[src/rtl/mux_n_to_1_scan_if.sv]
// Bus bundle for mux_n_to_1_scan: parallel lane inputs, controls and the
// registered serial output. The optional parity bit exists only when
// MUX_N_TO_1_PARITY_EN is defined.
interface mux_n_to_1_scan_if #(
    parameter int WIDTH    = 1,
    parameter int CHANNELS = 4,
    parameter int SEL_W    = 2
);
    logic [CHANNELS*WIDTH-1:0] din;
    logic [SEL_W-1:0]          sel;
    logic                      mode;
    logic                      en;
    logic [WIDTH-1:0]          dout;
    logic                      dout_valid;
    logic [SEL_W-1:0]          ch_out;
    logic                      frame_start;
    logic                      sel_err;
`ifdef MUX_N_TO_1_PARITY_EN
    logic                      dout_par;
`endif

    // Producer side: drives lanes and controls, observes the output.
    modport master (
        output din, sel, mode, en,
        input  dout, dout_valid, ch_out, frame_start, sel_err
`ifdef MUX_N_TO_1_PARITY_EN
        , input dout_par
`endif
    );

    // Mux side.
    modport slave (
        input  din, sel, mode, en,
        output dout, dout_valid, ch_out, frame_start, sel_err
`ifdef MUX_N_TO_1_PARITY_EN
        , output dout_par
`endif
    );
endinterface

[src/rtl/mux_n_to_1_scan.sv]
// mux_n_to_1_scan: registered N:1 multiplexer with manual select and a
// time-division scan mode that dwells DWELL cycles on each channel.
// Optional feature macro: MUX_N_TO_1_PARITY_EN adds dout_par (even parity
// of the selected lane, zero whenever dout_valid is low).
module mux_n_to_1_scan #(
    parameter int WIDTH    = 1,
    parameter int CHANNELS = 4,
    parameter int SEL_W    = 2,
    parameter int DWELL    = 1
) (
    input  logic                 clk,
    input  logic                 rst,
    mux_n_to_1_scan_if.slave     bus
);
    localparam int             SLOTS      = 2 ** SEL_W;
    localparam logic [SEL_W:0] CH_COUNT   = (SEL_W + 1)'(CHANNELS);
    localparam logic [SEL_W-1:0] CH_LAST  = SEL_W'(CHANNELS - 1);
    localparam logic [7:0]     DWELL_LAST = 8'(DWELL - 1);

    // Lane table padded to every encodable select value; unused slots read 0
    // so an out-of-range index can never pick up stray bits.
    logic [WIDTH-1:0] ch_data [SLOTS];

    generate
        for (genvar gi = 0; gi < SLOTS; gi++) begin : g_lane
            if (gi < CHANNELS) begin : g_used
                assign ch_data[gi] = bus.din[gi*WIDTH +: WIDTH];
            end else begin : g_pad
                assign ch_data[gi] = '0;
            end
        end
    endgenerate

    logic [WIDTH-1:0] dout_reg, dout_next;
    logic             valid_reg, valid_next;
    logic [SEL_W-1:0] ch_reg, ch_next;
    logic             fs_reg, fs_next;
    logic             err_reg, err_next;
    logic [SEL_W-1:0] scan_ch_reg, scan_ch_next;
    logic [7:0]       dwell_reg, dwell_next;
    logic             mode_q_reg;
`ifdef MUX_N_TO_1_PARITY_EN
    logic             par_reg, par_next;
`endif

    // Counter values in effect this cycle: any mode change (and manual mode
    // itself) restarts the scan from channel 0, dwell 0.
    logic             restart;
    logic [SEL_W-1:0] cur_ch;
    logic [7:0]       cur_dwell;
    logic             sel_ok;

    assign restart   = (bus.mode != mode_q_reg) || !bus.mode;
    assign cur_ch    = restart ? '0 : scan_ch_reg;
    assign cur_dwell = restart ? '0 : dwell_reg;
    assign sel_ok    = {1'b0, bus.sel} < CH_COUNT;

    // Next-state decode for outputs and scan counters.
    always_comb begin
        dout_next    = dout_reg;
        ch_next      = ch_reg;
        err_next     = err_reg;
        valid_next   = 1'b0;
        fs_next      = 1'b0;
        scan_ch_next = cur_ch;
        dwell_next   = cur_dwell;
`ifdef MUX_N_TO_1_PARITY_EN
        par_next     = 1'b0;
`endif
        if (bus.en) begin
            if (!bus.mode) begin
                ch_next = bus.sel;
                if (sel_ok) begin
                    dout_next  = ch_data[bus.sel];
                    valid_next = 1'b1;
                    err_next   = 1'b0;
`ifdef MUX_N_TO_1_PARITY_EN
                    par_next   = ^ch_data[bus.sel];
`endif
                end else begin
                    dout_next  = '0;
                    err_next   = 1'b1;
                end
            end else begin
                dout_next  = ch_data[cur_ch];
                ch_next    = cur_ch;
                valid_next = 1'b1;
                err_next   = 1'b0;
                fs_next    = (cur_ch == '0) && (cur_dwell == '0);
`ifdef MUX_N_TO_1_PARITY_EN
                par_next   = ^ch_data[cur_ch];
`endif
                if (cur_dwell == DWELL_LAST) begin
                    dwell_next   = '0;
                    scan_ch_next = (cur_ch == CH_LAST) ? '0 : cur_ch + 1'b1;
                end else begin
                    dwell_next   = cur_dwell + 1'b1;
                end
            end
        end
    end

    // State and output registers; reset overrides everything.
    always_ff @(posedge clk) begin
        if (rst) begin
            dout_reg    <= '0;
            valid_reg   <= 1'b0;
            ch_reg      <= '0;
            fs_reg      <= 1'b0;
            err_reg     <= 1'b0;
            scan_ch_reg <= '0;
            dwell_reg   <= '0;
            mode_q_reg  <= 1'b0;
`ifdef MUX_N_TO_1_PARITY_EN
            par_reg     <= 1'b0;
`endif
        end else begin
            dout_reg    <= dout_next;
            valid_reg   <= valid_next;
            ch_reg      <= ch_next;
            fs_reg      <= fs_next;
            err_reg     <= err_next;
            scan_ch_reg <= scan_ch_next;
            dwell_reg   <= dwell_next;
            mode_q_reg  <= bus.mode;
`ifdef MUX_N_TO_1_PARITY_EN
            par_reg     <= par_next;
`endif
        end
    end

    assign bus.dout        = dout_reg;
    assign bus.dout_valid  = valid_reg;
    assign bus.ch_out      = ch_reg;
    assign bus.frame_start = fs_reg;
    assign bus.sel_err     = err_reg;
`ifdef MUX_N_TO_1_PARITY_EN
    assign bus.dout_par    = par_reg;
`endif
endmodule

[src/flat_wrapper.sv]
// flat-port wrapper written by rule: the top's interface ports become plain ports
module mux_n_to_1_scan_flat 
#(
    parameter int WIDTH    = 1,
    parameter int CHANNELS = 4,
    parameter int SEL_W    = 2,
    parameter int DWELL    = 1
)
  (clk, rst, bus_din, bus_sel, bus_mode, bus_en, bus_dout, bus_dout_valid, bus_ch_out, bus_frame_start, bus_sel_err);
  mux_n_to_1_scan_if #(.WIDTH(WIDTH), .CHANNELS(CHANNELS), .SEL_W(SEL_W)) bus_i ();
  input  logic clk;
  input  logic rst;
  input wire logic [$bits(bus_i.din)-1:0] bus_din;
  input wire logic [$bits(bus_i.sel)-1:0] bus_sel;
  input wire logic [$bits(bus_i.mode)-1:0] bus_mode;
  input wire logic [$bits(bus_i.en)-1:0] bus_en;
  output wire logic [$bits(bus_i.dout)-1:0] bus_dout;
  output wire logic [$bits(bus_i.dout_valid)-1:0] bus_dout_valid;
  output wire logic [$bits(bus_i.ch_out)-1:0] bus_ch_out;
  output wire logic [$bits(bus_i.frame_start)-1:0] bus_frame_start;
  output wire logic [$bits(bus_i.sel_err)-1:0] bus_sel_err;
  assign bus_i.din = bus_din;
  assign bus_i.sel = bus_sel;
  assign bus_i.mode = bus_mode;
  assign bus_i.en = bus_en;
  assign bus_dout = bus_i.dout;
  assign bus_dout_valid = bus_i.dout_valid;
  assign bus_ch_out = bus_i.ch_out;
  assign bus_frame_start = bus_i.frame_start;
  assign bus_sel_err = bus_i.sel_err;
  mux_n_to_1_scan #(.WIDTH(WIDTH), .CHANNELS(CHANNELS), .SEL_W(SEL_W), .DWELL(DWELL)) u_core (.clk(clk), .rst(rst), .bus(bus_i));
endmodule
[config.mk]
export PLATFORM = sky130hd
export DESIGN_NAME = mux_n_to_1_scan_flat
export DESIGN_NICKNAME = d
export VERILOG_FILES = /design/src/rtl/mux_n_to_1_scan_if.sv /design/src/rtl/mux_n_to_1_scan.sv /design/src/flat_wrapper.sv
export SDC_FILE = /design/constraint.sdc
export NUM_CORES = 1
export LEC_CHECK = 0
export ABC_AREA = 1
export CAP_MARGIN = 20
export CORE_UTILIZATION = 58
export CTS_BUF_LIST = sky130_fd_sc_hd__clkbuf_4
export DETAILED_ROUTE_END_ITERATION = 16
export PLACE_DENSITY = 0.82
export SYNTH_ARGS = -nofsm -noshare
export SYNTH_HDL_FRONTEND = slang
export SYNTH_SLANG_ARGS = --single-unit
[constraint.sdc]
create_clock -name clk -period 2.2 [get_ports clk]
set_input_delay 0.44 -clock clk [delete_from_list [all_inputs] [get_ports clk]]
set_output_delay 0.44 -clock clk [all_outputs]
set_load 0.01 [all_outputs]
==> flow_metrics.env, run 1 <==
export IMPL_min_from="u_core.bus.ch_out[0]"
export IMPL_synth_largest_area_cell="dfxtp_1"
export IMPL_clk_pin_slew_ps=100
export IMPL_synthesis_area_um2=930
export IMPL_antennaDiodeCount=0
export IMPL_critPathMaxFanout=4
export IMPL_gr_total_overflow=0
export IMPL_worstPathRequired_ps=2430
export IMPL_hpwl_um=1730
export IMPL_gp_congestion=0.934
export IMPL_synth_commonest_cells="34 x nand2_1, 24 x nand3_1, 17 x inv_1"
export IMPL_rsz0062_at_grt="no"
export IMPL_synth_edf_count=0
export IMPL_slew_viol_final=0
export IMPL_final_instance_count_excl_fill=177
export IMPL_crit_path_start_kind="input port"
export IMPL_fmax_mhz=564
export IMPL_p_per_area_nw_per_um2=492
export IMPL_cts_inserted_buffers=3
export IMPL_placed_cell_area_um2=1100
export IMPL_hold_path_class="reg -> reg"
export IMPL_synth_fa_ha_area_frac=0.0269
export IMPL_die_x_um=42.0
export IMPL_timing_critical_path_arrival_ps=2000
export IMPL_synth_compound_area_frac=0.114
export IMPL_setup_worst_path_start="bus_mode"
export IMPL_ios=16
export IMPL_ir_drop_v=0.000386
export IMPL_grt_max_degree=12
export IMPL_min_period_ps=1770
export IMPL_drtAntennaViolNets=0
export IMPL_vias=1016
export IMPL_grt_pass1_wl_um=3990
export IMPL_core_um2=1510
export IMPL_drive_above_1_share=0.0994
export IMPL_start_util=0.617
export IMPL_muxShareOfSynthArea=0
export IMPL_drt_pass1_iter_count=4
export IMPL_place_ws_ps=130
export IMPL_fin_crit_sh=0.805
export IMPL_io_buffers=14
export IMPL_wirelength_um=2370
export IMPL_cts_hold_repair_buffers=0
export IMPL_synth_area_leaders="dfxtp_1 34%, nand2_1 14%, nand3_1 13%, a21oi_1 8.1%, inv_1 6.9%"
export IMPL_post_route_util=0.745
export IMPL_area_delta_synth_final_pct=20.7
export IMPL_cts_max_level=1
export IMPL_crit_type="in -> reg"
export IMPL_status="finished, final reports clean"
export IMPL_placed_cells=173
export IMPL_leakagePower_nw=0.542
export IMPL_cts_resized=0
export IMPL_yosysWarningCount=0
export IMPL_tns_ps=0
export IMPL_floorplan_rows=14
export IMPL_drtIter0Drc=66
export IMPL_ys_async_sr_fraction=0
export IMPL_ys_types=22
export IMPL_final_area_um2=1120
export IMPL_largest_register_ffs=8
export IMPL_syn_instance_count=143
export IMPL_synth_top_family_by_area="simple AND/OR/NAND/NOR gates"
export IMPL_fin_ws_ps=428
export IMPL_ys_ff_latch=16
export IMPL_clkLatencyLatePin_ps=300
export IMPL_die_h_um=42.0
export IMPL_synthSimpleGateAreaFrac=0.396
export IMPL_cts_setup_buffers=0
export IMPL_synth_yosys_seq_area_share=0.345
export IMPL_clock_path_buffers=2
export IMPL_clkSinkCount=16
export IMPL_synth_most_common_cell="nand2_1"
export IMPL_yosysTopAreaCellShare=0.345
export IMPL_syn_nets=155
export IMPL_syn_mean_instance_area_um2=6.50
export IMPL_dieArea_um2=1770
export IMPL_tritoncts="done"
export IMPL_grt_usage=0.300
export IMPL_cap_viol_max_count=0
export IMPL_cts_root_buf="clkbuf_4"
export IMPL_via_per_inst=5.74
export IMPL_synthXorXnorAreaFrac=0
export IMPL_synthFlopType="dfxtp_1"
export IMPL_rr_startpoint="u_core.mode_q_reg"
export IMPL_layout_nets=174
export IMPL_cp_end_kind="register"
export IMPL_wl_per_cell_um=13.4
export IMPL_setup_violations_final=0
export IMPL_antenna_found_initial=0
export IMPL_grt_pass1_vias=947
export IMPL_drc=0
export IMPL_hold_viol=0
export IMPL_worst_clock_skew_ps=1.11
## logic make-up (layout without fill, tap and decap cells)
group / after synthesis / count (layout)
adders and majority gates: 2 / 2
and+or+nand+nor: 79 / 79
DFF: 16 / 16
other: 1 / 1
AOI/OAI and AO/OA: 21 / 21
buffers and inverters: 24 / 42
## layout make-up
cell class / instances / area (um^2)
multi-input combinational: 103 / 503
fill: 133 / 384
sequential: 16 / 320
timing repair buffer: 20 / 185
inverter: 18 / 67.6
clock buffer: 3 / 22.5
tap: 16 / 20.0
clock inverter: 1 / 3.75
## per-layer routing
metal  GRT usage  share of wire  vias to the layer above
met5           0              0                        -
met4       0.100         0.0089                        0
met3      0.0905          0.084                        4
met2       0.509           0.47                       55
met1       0.361           0.44                      458
li1            -              -                      499
## metrics by stage
stage / power, mW / hold slack, ps
6_report: 0.552 / 532
5_1_grt: 0.578 / 564
4_1_cts: 0.553 / 534
3_5_place_dp: 0.387 / 520
3_3_place_gp: 0.386 / 493
2_1_floorplan: 0.347 / 474
## final timing paths
| path | end | slack, ps | cells past startpoint |
|---|---|---|---|
| min reg2reg | u_core.bus.ch_out[0] | 530 | 2 |
| min | u_core.bus.ch_out[0] | 530 | 2 |
| max reg2reg | u_core.scan_ch_reg[1] | 540 | 11 |
| max | u_core.scan_ch_reg[1] | 430 | 11 |
## cells in the final DEF, fill, tap and decap left out, types with 2 or more instances in the layout
master	netlist	layout
nand3_1	24	24
ha_1	2	2
o21ai_0	5	5
nor2_2	2	2
nor2_1	11	11
nand4_1	3	3
buf_4	2	6
a21oi_1	15	15
clkdlybuf4s50_1	0	14
nand2_1	34	34
inv_1	17	17
dfxtp_1	16	16
clkbuf_4	0	3
## power by group
part,switching [mW],internal [mW],total [mW]
Sequential,0.00550,0.297,0.302
Combinational,0.0419,0.0385,0.0804
Clock,0.104,0.0661,0.170
Total,0.151,0.401,0.552
## worst max-delay path, cell delays in order
cell	delay, ps
clkdlybuf4s50_1	510
nand2_4	140
inv_2	40
nand2_1	100
ha_1	160
nand2_1	60
nor2_2	120
nand2_2	80
nor2_1	150
nand2_1	70
a21oi_1	140
Note: power is estimated with default switching activity, not from simulation.
==> run 2, diff against run 1 <==
--- a/config.mk
+++ b/config.mk
@@ -7,10 +7,10 @@
 export LEC_CHECK = 0
 export ABC_AREA = 1
 export CAP_MARGIN = 20
-export CORE_UTILIZATION = 58
+export CORE_UTILIZATION = 54
 export CTS_BUF_LIST = sky130_fd_sc_hd__clkbuf_4
 export DETAILED_ROUTE_END_ITERATION = 16
-export PLACE_DENSITY = 0.82
+export PLACE_DENSITY = 0.77
 export SYNTH_ARGS = -nofsm -noshare
 export SYNTH_HDL_FRONTEND = slang
 export SYNTH_SLANG_ARGS = --single-unit
==> constraint.sdc (replaced) <==
create_clock -name clk -period 1.71 [get_ports clk]
set_input_delay 0.342 -clock clk [delete_from_list [all_inputs] [get_ports clk]]
set_output_delay 0.342 -clock clk [all_outputs]
set_load 0.01 [all_outputs]
==> flow_metrics.env, run 2 (synthesis results as in run 1) <==
export IMPL_via_per_inst=5.67
export IMPL_slew_viol_final=0
export IMPL_worstPathRequired_ps=1370
export IMPL_crit_path_start_kind="register"
export IMPL_placed_cells=188
export IMPL_layout_commonest_cell="nand2_1"
export IMPL_io_buffers=14
export IMPL_layout_nets=189
export IMPL_drc=0
export IMPL_r2r_end="u_core.scan_ch_reg[1]"
export IMPL_fmax_mhz=648
export IMPL_cts_hold_repair_buffers=0
export IMPL_p_per_area_nw_per_um2=568
export IMPL_cts_resized=0
export IMPL_drive_above_1_share=0.183
export IMPL_critPathMaxFanout=2
export IMPL_antennaDiodeCount=0
export IMPL_clk_pin_slew_ps=100
export IMPL_layout_common_cells="34 x nand2_1, 24 x nand3_1, 21 x buf_4"
export IMPL_clkSinkCount=16
export IMPL_grt_usage=0.297
export IMPL_area_delta_synth_final_pct=33.5
export IMPL_timing_critical_path_arrival_ps=1200
export IMPL_fin_ws_ps=167
export IMPL_crit_end="bus_dout"
export IMPL_cts_setup_buffers=0
export IMPL_fillers=115
export IMPL_grt_max_degree=12
export IMPL_largest_register_ffs=8
export IMPL_fin_crit_sh=0.903
export IMPL_cts_inserted_buffers=3
export IMPL_start_util=0.596
export IMPL_status="finished, final reports clean"
export IMPL_tns_ps=0
export IMPL_wirelength_um=2480
export IMPL_floorplan_rows=14
export IMPL_cp_slowest_stage_delay_ps=550
export IMPL_rsz0062_at_grt="no"
export IMPL_worst_clock_skew_ps=2.65
export IMPL_multiInputGateArea_um2=510
export IMPL_final_instance_count_excl_fill=191
export IMPL_drtIter0Drc=39
export IMPL_min_period_ps=1540
export IMPL_hold_path_class="reg -> reg"
export IMPL_ir_drop_v=0.000523
export IMPL_r2r_slack_ps=230
export IMPL_core_um2=1560
export IMPL_grt_pass1_vias=991
export IMPL_clock_path_buffers=2
export IMPL_setup_violations_final=0
export IMPL_setup_worst_path_start="u_core.bus.dout"
export IMPL_ios=16
export IMPL_die_h_um=43.5
export IMPL_hpwl_um=1900
export IMPL_rr_startpoint="u_core.mode_q_reg"
export IMPL_grt_pass1_wl_um=4180
export IMPL_place_ws_ps=-196
export IMPL_gr_total_overflow=0
export IMPL_cts_max_level=1
export IMPL_tritoncts="done"
export IMPL_reg2regPathDepth=11
export IMPL_cp_end_kind="primary output"
export IMPL_cp_cell_sequence="clkdlybuf4s50_1"
export IMPL_critPathBufInv=1
export IMPL_vias=1083
export IMPL_min_from="u_core.dwell_reg[1]"
export IMPL_dieArea_um2=1890
export IMPL_path_delay_family="buffers and inverters"
export IMPL_hold_viol=0
export IMPL_wl_per_cell_um=13.0
export IMPL_path_depth=1
export IMPL_cap_viol_max_count=0
export IMPL_cp_slowest_cell="clkdlybuf4s50_1"
export IMPL_antenna_found_initial=0
export IMPL_cts_root_buf="clkbuf_4"
export IMPL_drt_pass1_iter_count=4
export IMPL_drtAntennaViolNets=0
export IMPL_post_route_util=0.796
export IMPL_leakagePower_nw=0.615
export IMPL_crit_type="reg -> out"
export IMPL_clkLatencyLatePin_ps=290
export IMPL_regArea_um2=320
export IMPL_gp_congestion=0.957
export IMPL_die_x_um=43.5
run 2: cell count changes in the layout (fill, tap and decap cells not counted), sizes merged:
cell	change
buf	+15
clkdlybuf4s50	-1
clkinv	-1
dlymetal6s2s	+1
run 2: how the worst min path moves through the flow:
stage                     slack [ps]  depth (start not counted)                   to
after CTS                        520                          2  u_core.dwell_reg[2]
final                            530                          2  u_core.dwell_reg[1]
after detailed placement         500                          2  u_core.dwell_reg[2]
after global routing             550                          2  u_core.dwell_reg[1]
after floorplan                  470                          2  u_core.dwell_reg[2]
after global placement           500                          2  u_core.dwell_reg[2]
run 2: where the power goes:
part | switching [mW] | total, mW | internal, mW
combinational | 0.0557 | 0.107 | 0.0514
clock | 0.128 | 0.210 | 0.0821
sequential | 0.00600 | 0.388 | 0.382
run 2: routing by layer:
layer | track usage | vias up | wire length, um
met2 | 0.494 | 52 | 1170
met5 | 0 | - | 0
met4 | 0.100 | 0 | 35
met1 | 0.386 | 494 | 1100
met3 | 0.0583 | 7 | 173
li1 | - | 530 | -
run 2: cell type report:
type	count	share of cell area
clock buffers	3	0.0181
inverters	18	0.0544
multi-input cells	103	0.411
flip-flops and latches	16	0.258
well taps	16	0.0161
repair buffers	35	0.242
run 2: per-stage QoR:
stage               cell area (um^2)  hold WS [ps]  power [mW]
floorplan                        930           474       0.447
global placement                1210           504       0.498
detailed placement              1210           504       0.501
CTS                             1230           519       0.696
global route                    1240           545       0.730
finish                          1240           528       0.705
==> run 3, diff against run 2 <==
--- a/config.mk
+++ b/config.mk
@@ -5,12 +5,12 @@
 export SDC_FILE = /design/constraint.sdc
 export NUM_CORES = 1
 export LEC_CHECK = 0
-export ABC_AREA = 1
 export CAP_MARGIN = 20
-export CORE_UTILIZATION = 54
+export CORE_UTILIZATION = 53
 export CTS_BUF_LIST = sky130_fd_sc_hd__clkbuf_4
 export DETAILED_ROUTE_END_ITERATION = 16
-export PLACE_DENSITY = 0.77
+export GPL_TIMING_DRIVEN = 1
+export PLACE_DENSITY = 0.76
 export SYNTH_ARGS = -nofsm -noshare
 export SYNTH_HDL_FRONTEND = slang
 export SYNTH_SLANG_ARGS = --single-unit
==> flow_metrics.env, run 3 <==
export IMPL_status="finished, final reports clean"
export IMPL_hold_path_class="reg -> reg"
export IMPL_io_buffers=14
export IMPL_die_x_um=43.5
export IMPL_r2r_end="u_core.dwell_reg[4]"
export IMPL_wirelength_um=2300
export IMPL_setup_violations_final=0
export IMPL_tns_ps=0
export IMPL_final_area_um2=1220
export IMPL_via_per_inst=6.19
export IMPL_hold_end="u_core.bus.dout"
export IMPL_grt_pass1_vias=905
export IMPL_hpwl_um=1660
export IMPL_cap_viol_max_count=0
export IMPL_layout_common_cells="15 x buf_4, 15 x dfxtp_1, 13 x nand2_1, 13 x clkdlybuf4s50_1, 10 x nor2_1"
export IMPL_cts_root_buf="clkbuf_4"
export IMPL_ir_drop_v=0.000543
export IMPL_crit_path_start_kind="register"
export IMPL_drc=0
export IMPL_gp_congestion=0.798
export IMPL_synth_largest_area_cell="dfxtp_1"
export IMPL_syn_instance_count=113
export IMPL_cp_end_kind="register"
export IMPL_cts_hold_repair_buffers=0
export IMPL_grt_pass1_wl_um=3860
export IMPL_layout_nets=153
export IMPL_leakagePower_nw=0.505
export IMPL_area_delta_synth_final_pct=33.4
export IMPL_gr_total_overflow=0
export IMPL_final_instance_count_excl_fill=156
export IMPL_drt_pass1_iter_count=4
export IMPL_ys_ff_latch=16
export IMPL_drtAntennaViolNets=0
export IMPL_rr_startpoint="u_core.mode_q_reg"
export IMPL_ys_async_sr_fraction=0
export IMPL_drive_above_1_share=0.221
export IMPL_cts_max_level=1
export IMPL_fillers=118
export IMPL_power_uw=711
export IMPL_hold_viol=0
export IMPL_floorplan_rows=14
export IMPL_core_um2=1560
export IMPL_fin_crit_sh=0.962
export IMPL_p_per_area_nw_per_um2=583
export IMPL_clkLatencyLatePin_ps=290
export IMPL_wl_per_cell_um=14.8
export IMPL_placed_cell_area_um2=1150
export IMPL_cts_inserted_buffers=3
export IMPL_clk_pin_slew_ps=100
export IMPL_reg2regPathDepth=7
export IMPL_yosysTopAreaCellShare=0.350
export IMPL_r2r_slack_ps=70
export IMPL_tritoncts="done"
export IMPL_slew_viol_final=0
export IMPL_worstPathRequired_ps=1900
export IMPL_rsz0062_at_grt="yes"
export IMPL_ys_types=34
export IMPL_post_route_util=0.783
export IMPL_die_h_um=43.5
export IMPL_clkSinkCount=16
export IMPL_drtIter0Drc=33
export IMPL_vias=965
export IMPL_crit_type="reg -> reg"
export IMPL_start_util=0.587
export IMPL_synthesis_area_um2=915
export IMPL_min_from="u_core.bus.dout"
export IMPL_hold_slack_ps=489
export IMPL_synth_area_leaders="dfxtp_1 35%, nand2_1 6.2%, mux2i_1 4.4%, nor2_1 4.1%, nand4_1 3.4%"
export IMPL_antennaDiodeCount=0
export IMPL_synth_yosys_seq_area_share=0.350
export IMPL_clock_path_buffers=2
export IMPL_holdPathStages=2
export IMPL_grt_usage=0.275
export IMPL_synthFlopType="dfxtp_1"
export IMPL_place_ws_ps=-429
export IMPL_synth_edf_count=0
export IMPL_ios=16
export IMPL_largest_register_ffs=8
export IMPL_placed_cells=150
export IMPL_timing_critical_path_arrival_ps=1830
export IMPL_syn_nets=125
export IMPL_min_period_ps=1640
export IMPL_synth_commonest_cells="16 x dfxtp_1, 15 x nand2_1, 10 x nor2_1"
export IMPL_synth_most_common_cell="dfxtp_1"
export IMPL_fmax_mhz=608
export IMPL_syn_mean_instance_area_um2=8.09
export IMPL_critPathMaxFanout=5
export IMPL_worst_clock_skew_ps=3.54
export IMPL_antenna_found_initial=0
export IMPL_dieArea_um2=1900
export IMPL_yosysWarningCount=0
export IMPL_grt_max_degree=12
export IMPL_fin_ws_ps=65.1
==> run 3: final cells by class <==
cell class | count | area [um^2] | area share
clock buffers | 3 | 22.5 | 0.0185
clock inverters | 1 | 3.75 | 0.00308
flip-flops and latches | 16 | 322 | 0.264
inverters | 2 | 7.51 | 0.00615
repair buffers | 29 | 251 | 0.206
multi-input cells | 89 | 593 | 0.486
well taps | 16 | 20.0 | 0.0164
==> run 3: worst max-delay path by stage <==
stage	startpoint	slack [ps]	to	cells past startpoint
2_1_floorplan	u_core.mode_q_reg	-50	u_core.scan_ch_reg[1]	9
3_3_place_gp	bus_mode	-390	u_core.scan_ch_reg[1]	8
3_5_place_dp	bus_mode	-430	u_core.dwell_reg[7]	9
4_1_cts	u_core.mode_q_reg	50	u_core.scan_ch_reg[1]	7
5_1_grt	u_core.mode_q_reg	-20	u_core.dwell_reg[4]	7
6_report	u_core.mode_q_reg	70	u_core.dwell_reg[4]	7
==> run 3: timing repair <==
| action | in CTS | in global routing |
|---|---|---|
| hold endpoints to repair | 0 | 0 |
| resized for setup | 3 | 6 |
| setup endpoints to repair | 8 | 11 |
| pin swaps | 4 | 4 |
| setup buffers | 2 | 0 |
==> run 3: kinds of logic (layout without fill, tap and decap cells) <==
family / count (synthesis) / count (layout) / share of synthesized area
other cells: 1 / 1 / 0.00410
compound gates: 28 / 28 / 0.209
fa+ha+maj: 2 / 2 / 0.0274
simple gates: 54 / 54 / 0.324
buf+inv: 8 / 35 / 0.0410
mux: 4 / 4 / 0.0438
flops: 16 / 16 / 0.350
==> run 3: where the power goes <==
group          internal, mW  total, mW  switching [mW]
Sequential            0.382      0.388         0.00572
Combinational        0.0602      0.113          0.0529
Clock                0.0848      0.210           0.125
Total                 0.527      0.711           0.184
==> run 3: per-layer routing <==
metal / global-route usage / share of wire
met4: 0.144 / 0.013
met2: 0.451 / 0.48
met1: 0.340 / 0.46
met5: 0 / 0
met3: 0.0500 / 0.050
==> run 3: critical path, cell delays in order, from the launching register on <==
cell and delay [ps]:
dfxtp_2 340, and2_4 180, nand2_4 80, ha_4 130, nor4b_4 330, a21oi_2 130, and3_1 180, o22a_1 180
